`src/rtl/fs_using_hs.sv`:
```
// Registered ripple-borrow subtractor: diff/bin = a - b - bout, one cycle after sampling.
// Each bit is a full subtractor made of two half-subtractor cells and an OR gate.

module fs_hs_cell (
  input  logic x,
  input  logic y,
  output logic d,
  output logic br
);

  assign d  = x ^ y;
  assign br = ~x & y;

endmodule

module fs_using_hs #(
  parameter int unsigned WIDTH = 1
) (
  input  logic             clk,
  input  logic             rst,
  input  logic [WIDTH-1:0] a,
  input  logic [WIDTH-1:0] b,
  input  logic             bout,
  input  logic             valid_in,
  output logic [WIDTH-1:0] diff,
  output logic             bin,
  output logic             valid_out
);

  logic [WIDTH-1:0] diff_c;
  logic             borrow_msb;

  // Per-bit borrow wires live inside each generate block so the chain is
  // not one self-referencing vector.
  for (genvar i = 0; i < WIDTH; i++) begin : g_bit
    logic c_in;
    logic d1;
    logic br1;
    logic br2;
    logic c_out;

    if (i == 0) begin : g_lsb
      assign c_in = bout;
    end else begin : g_upper
      assign c_in = g_bit[i-1].c_out;
    end

    fs_hs_cell u_hs1 (
      .x  (a[i]),
      .y  (b[i]),
      .d  (d1),
      .br (br1)
    );

    fs_hs_cell u_hs2 (
      .x  (d1),
      .y  (c_in),
      .d  (diff_c[i]),
      .br (br2)
    );

    assign c_out = br1 | br2;
  end

  assign borrow_msb = g_bit[WIDTH-1].c_out;

  // Result registers hold across idle cycles; only valid_out drops.
  always_ff @(posedge clk) begin
    if (rst) begin
      diff      <= '0;
      bin       <= 1'b0;
      valid_out <= 1'b0;
    end else begin
      valid_out <= valid_in;
      if (valid_in) begin
        diff <= diff_c;
        bin  <= borrow_msb;
      end
    end
  end

endmodule

```
`config.mk`:
```
export PLATFORM = sky130hd
export DESIGN_NAME = fs_using_hs
export DESIGN_NICKNAME = d
export VERILOG_FILES = /design/src/rtl/fs_using_hs.sv
export SDC_FILE = /design/constraint.sdc
export NUM_CORES = 1
export LEC_CHECK = 0
export CELL_PAD_IN_SITES_DETAIL_PLACEMENT = 0
export CELL_PAD_IN_SITES_GLOBAL_PLACEMENT = 2
export CORE_AREA = 2 2 39 41
export DETAILED_ROUTE_END_ITERATION = 7
export DIE_AREA = 0 0 41 43
export PLACE_DENSITY = 0.45
export SETUP_SLACK_MARGIN = 0.05
export SLEW_MARGIN = 5
export SYNTH_ARGS = -nofsm -noshare
export SYNTH_HDL_FRONTEND = slang
export SYNTH_SLANG_ARGS = --single-unit
```
`constraint.sdc`:
```
create_clock -name clk -period 2.8 [get_ports clk]
set_input_delay 0.42 -clock clk [delete_from_list [all_inputs] [get_ports clk]]
set_output_delay 0.42 -clock clk [all_outputs]
set_load 0.03 [all_outputs]
```
==> results_dict.tcl, run 1 <==
set metrics [dict create \
    status "finished clean" \
    r2r-start "bin" \
    antenna_left 0 \
    grt_overflow 0 \
    grtUsageMet3_pct 2.09 \
    power_frac_clock_pct 50.0 \
    nets 31 \
    setup_viol_count_final 0 \
    rows 14 \
    finalHoldViolations 0 \
    p_comb_share_pct 18.4 \
    htreeDepth 1 \
    fmax_ghz 0.611 \
    drt-total-wl_um 260 \
    syn_area_per_cell_sq_um 10.8 \
    fp.dieH_um 43 \
    slowest_delay_ns 0.67 \
    num_vias 113 \
    yosys.area.top_type "dfxtp_1" \
    die_w_um 41 \
    fin_util_pct 17.7 \
    ys_types 7 \
    p_total_uw 150 \
    cts_root_buf "clkbuf_4" \
    grt_pass1_wl_um 407 \
    placed_area_sq_um 219 \
    hold_path_depth 2 \
    avgRoutedWirePerCell_um 6.67 \
    worst_pin_slew_ns 0.307 \
    cts.clk_slew.worst_paths_ns 0.04 \
    regArea_sq_um 60.1 \
    p_int_uw 115 \
    grt_max_degree 5 \
    synth_cells 11 \
    ioPinCount 9 \
    synth_enable_flop_cells 0 \
    power.leakage_nw 0.101 \
    slew_headroom_pct 79.5 \
    cts_resized 0 \
    crit_path_top_delay_cell "clkdlybuf4s50_1" \
    coreArea_sq_mm 0.00138 \
    synth_common_cells "3 x dfxtp_1, 2 x inv_1, 2 x nor2_1" \
    seqPwrFrac_pct 31.6 \
    syn_area_sq_um 119 \
    layout-drive-gt1-share_pct 13.0 \
    cts.path.max_buffers 2 \
    firstDrtPassIters 1 \
    place_ws_ns 1.11 \
    nFillCells 156 \
    hold_end "diff" \
    ys_seq_elements 3 \
    path_cells "clkdlybuf4s50_1" \
    grt_use_met2_pct 4.38 \
    startpoint_type "register" \
    cts_hold_buf 0 \
    post_cts_buffers 0 \
    synth_top_flop_cell "dfxtp_1" \
    top_usage_layer "met4" \
    cts_buffers 3 \
    initial_core_util_pct 8.59 \
    drt_iter0_markers 0 \
    grt_util_met1_pct 3.54 \
    port_buffers 8 \
    required_ns 2.38 \
    multi_input_area_sq_um 51.3 \
    grt_pass1_vias 129 \
    reg2reg_to "bin" \
    finalCritPeriodShare_pct 58.5 \
    cpLargestDelayFamily "buffers and inverters" \
    powerDensity_mw_per_mm2 612 \
    die_area_sq_mm 0.00176 \
    cts_tree "yes" \
    worst_slack_ns 1.16 \
    routed_via_density 2.90 \
    ys_warn_count 0 \
    drv_slew 0 \
    cp-end-kind "primary output" \
    synth_nets 18 \
    r2r_setup_slack_ns 2.17 \
    yosys.cell_count.top_type "dfxtp_1" \
    path_class "register to primary output" \
    fin_crit_ns 1.64 \
    drc 0 \
    n_antenna_cell 0 \
    antenna_found_initial 0 \
    cp-startpoint "diff" \
    stdcell_area_sq_um 245 \
    async_flop_share_pct 0 \
    crit_buf_inv 1 \
    finalSetupTns_ns 0 \
    hold_path_class "register to register" \
    syn2layout_area_growth_pct 106 \
    crit_fanout 2 \
    gp_congestion 0.484 \
    ys_seq_area_share_pct 50.5 \
    synth_top_area_share_pct 50.5 \
    reg2reg_depth 2 \
    synthTopCellsByArea "dfxtp_1 51%, fa_1 17%, mux2i_1 8.4%" \
    min_from "diff" \
    critPathArrivalTime_ns 1.22 \
    rsz0062_at_grt "no" \
    peakVddDrop_uv 89.1 \
    track_usage_pct 4.12 \
    clk-insertion-delay-late_ns 0.23 \
    fin_skew_ns 0 \
    switching_share_pct 23.7 \
    max_cap_viol_count 0 \
    p_sw_uw 35.6 \
    clock_sinks 3 \
]
[worst max-delay path by stage]
| stage | end | slack, ns | cells after the start |
|---|---|---|---|
| 2_1_floorplan | diff | 1.63 | 4 |
| 3_3_place_gp | diff | 1.12 | 5 |
| 3_5_place_dp | diff | 1.11 | 5 |
| 4_1_cts | diff | 1.14 | 1 |
| 5_1_grt | diff | 1.13 | 1 |
| 6_report | diff | 1.16 | 1 |
[metal layers]
layer,routed length (um),vias to the layer above
met5,0,-
met4,0,0
met2,104,9
met3,60,0
met1,95,47
li1,-,57
[layout make-up]
cell class,instances,share of cell area [%]
Timing Repair Buffer,8,32.7
Sequential cell,3,24.5
Multi-Input combinational cell,6,20.9
Clock buffer,4,10.7
Tap cell,16,8.16
Inverter,2,3.06
[power groups by stage]
| stage | combinational, mW | clock, mW | sequential [mW] |
|---|---|---|---|
| after floorplan | 0.00571 | 0 | 0.0545 |
| after global placement | 0.0281 | 0 | 0.0481 |
| after detailed placement | 0.0280 | 0 | 0.0482 |
| after CTS | 0.0281 | 0.0801 | 0.0475 |
| after global routing | 0.0297 | 0.0803 | 0.0477 |
| final | 0.0277 | 0.0750 | 0.0475 |
[cell usage in the layout (no fill, tap or decap), drive strengths merged]
master	n
dfxtp	3
clkbuf	4
nor2b	1
a211oi	1
clkdlybuf4s50	8
fa	1
inv	2
nor2	2
mux2i	1
[registers in the layout, indices dropped and copies added, names as in the netlist]
signal / count
valid_out: 1
diff: 1
bin: 1
[metrics by stage]
step / cells / hold slack, ns
5_1_grt: 39 / 0.535
4_1_cts: 39 / 0.497
2_1_floorplan: 11 / 0.492
3_5_place_dp: 35 / 0.491
6_report: 39 / 0.487
3_3_place_gp: 35 / 0.479
[logic make-up (layout without fill, tap and decap cells)]
group | Yosys count | after routing | synth area share [%]
compound gates | 1 | 1 | 6.32
mux | 1 | 1 | 8.42
fa+ha+maj | 1 | 1 | 16.8
simple gates | 3 | 3 | 11.6
buf+inv | 2 | 14 | 6.32
flops | 3 | 3 | 50.5
Power figures use the tool's default switching activity.
==> run 2: changes to the inputs <==
==> constraint.sdc (replaced) <==
create_clock -name clk -period 1.6 [get_ports clk]
set_input_delay 0.24 -clock clk [delete_from_list [all_inputs] [get_ports clk]]
set_output_delay 0.24 -clock clk [all_outputs]
set_load 0.03 [all_outputs]
==> run 2 against run 1 <==
- register-to-register slack worse by 1.2 ns
- worst hold slack better by 0.0054 ns
- combinational power is 73% higher
- first-iteration DRC count stayed put
- non-clock buffer count stayed put
- utilization stayed put
- clock power is 79% higher
- count of clock-buffer cells in the layout stayed put
- critical path type unchanged
- critical endpoint unchanged
==> results_dict.tcl, run 2 (same netlist as run 1, synthesis figures left out) <==
set metrics [dict create \
    avgRoutedWirePerCell_um 7.49 \
    fin_crit_ns 1.46 \
    power_frac_clock_pct 50.5 \
    path_cells "clkdlybuf4s50_1" \
    p_sw_uw 64.3 \
    grt_pass1_wl_um 407 \
    fp.dieH_um 43 \
    finalSetupTns_ns 0 \
    fin_util_pct 17.7 \
    top_usage_layer "met4" \
    p_comb_share_pct 18.1 \
    worst_pin_slew_ns 0.305 \
    crit_buf_inv 1 \
    required_ns 1.36 \
    cts_resized 0 \
    antenna_left 0 \
    layout_commonest_cell "clkdlybuf4s50_1" \
    cts.clk_slew.worst_paths_ns 0.04 \
    drt-total-wl_um 292 \
    drv_slew 0 \
    seqPwrFrac_pct 31.4 \
    syn2layout_area_growth_pct 106 \
    nets 31 \
    clock_sinks 3 \
    grt_util_met1_pct 2.56 \
    p_int_uw 200 \
    slowest_delay_ns 0.67 \
    htreeDepth 1 \
    layout_common_cells "8 x clkdlybuf4s50_1, 3 x dfxtp_1, 3 x clkbuf_4, 2 x nor2_1, 2 x inv_1" \
    worst_slack_ns 0.141 \
    fin_skew_ns 0 \
    reg_top3 "bin x1, diff x1, valid_out x1" \
    grt_pass1_vias 122 \
    fmax_ghz 0.685 \
    rows 14 \
    place_ws_ns 0.0898 \
    coreArea_sq_mm 0.00138 \
    ioPinCount 9 \
    finalHoldViolations 0 \
    placed_area_sq_um 219 \
    setup_viol_count_final 0 \
    peakVddDrop_uv 158 \
    cpLargestDelayFamily "buffers and inverters" \
    port_buffers 8 \
    path_class "register to primary output" \
    powerDensity_mw_per_mm2 1080 \
    cts_buffers 3 \
    firstDrtPassIters 1 \
    power.leakage_nw 0.101 \
    crit_fanout 2 \
    routed_via_density 2.90 \
    clk-insertion-delay-late_ns 0.23 \
    die_area_sq_mm 0.00176 \
    antenna_found_initial 0 \
    cts_root_buf "clkbuf_4" \
    initial_core_util_pct 8.59 \
    cts_tree "yes" \
    post_cts_buffers 0 \
    layout-drive-gt1-share_pct 13.0 \
    gp_congestion 0.484 \
    hold_path_class "register to register" \
    die_w_um 41 \
    status "finished clean" \
    finalCritPeriodShare_pct 91.2 \
    crit_path_top_delay_cell "clkdlybuf4s50_1" \
    max_cap_viol_count 0 \
    timing.hold.ws_ns 0.492 \
    cts.path.max_buffers 2 \
    rsz0062_at_grt "no" \
    grt_overflow 0 \
    stdcell_count 39 \
    drc 0 \
    drt_iter0_markers 0 \
    track_usage_pct 4.11 \
    grtUsageMet3_pct 2.09 \
    startpoint_type "register" \
    grt_use_met2_pct 5.31 \
    p_total_uw 265 \
    cp-end-kind "primary output" \
    num_vias 113 \
    stdcell_area_sq_um 245 \
    grt_max_degree 5 \
    dpl.cell_count 35 \
    slew_headroom_pct 79.6 \
    dp_hpwl_um 232 \
    cts_hold_buf 0 \
    switching_share_pct 24.3 \
    critPathArrivalTime_ns 1.22 \
    n_antenna_cell 0 \
]
run 2: routing by layer:
metal  wire [um]  part of all wire (%)
met5           0                     0
met1         103                    35
met4           0                     0
met3          59                    20
met2         129                    44
run 2: final cells by class:
cell class	count	area [sq um]
Timing Repair Buffer	8	80.1
Inverter	2	7.51
Tap cell	16	20.0
Clock buffer	4	26.3
Sequential cell	3	60.1
Multi-Input combinational cell	6	51.3
Fill cell	159	1140
run 2: final timing paths:
check | start | end | slack [ns] | depth (start not counted)
setup / recovery | diff | diff | 0.14 | 1
setup reg to reg | bin | bin | 0.97 | 2
hold / removal | diff | diff | 0.49 | 2
hold reg to reg | diff | diff | 0.49 | 2
run 2: power groups by stage:
stage | Sequential (mW) | Clock, mW | Combinational, mW
6_report | 0.0830 | 0.134 | 0.0478
5_1_grt | 0.0837 | 0.144 | 0.0517
4_1_cts | 0.0833 | 0.143 | 0.0488
3_5_place_dp | 0.0844 | 0 | 0.0489
3_3_place_gp | 0.0842 | 0 | 0.0491
2_1_floorplan | 0.0955 | 0 | 0.00999
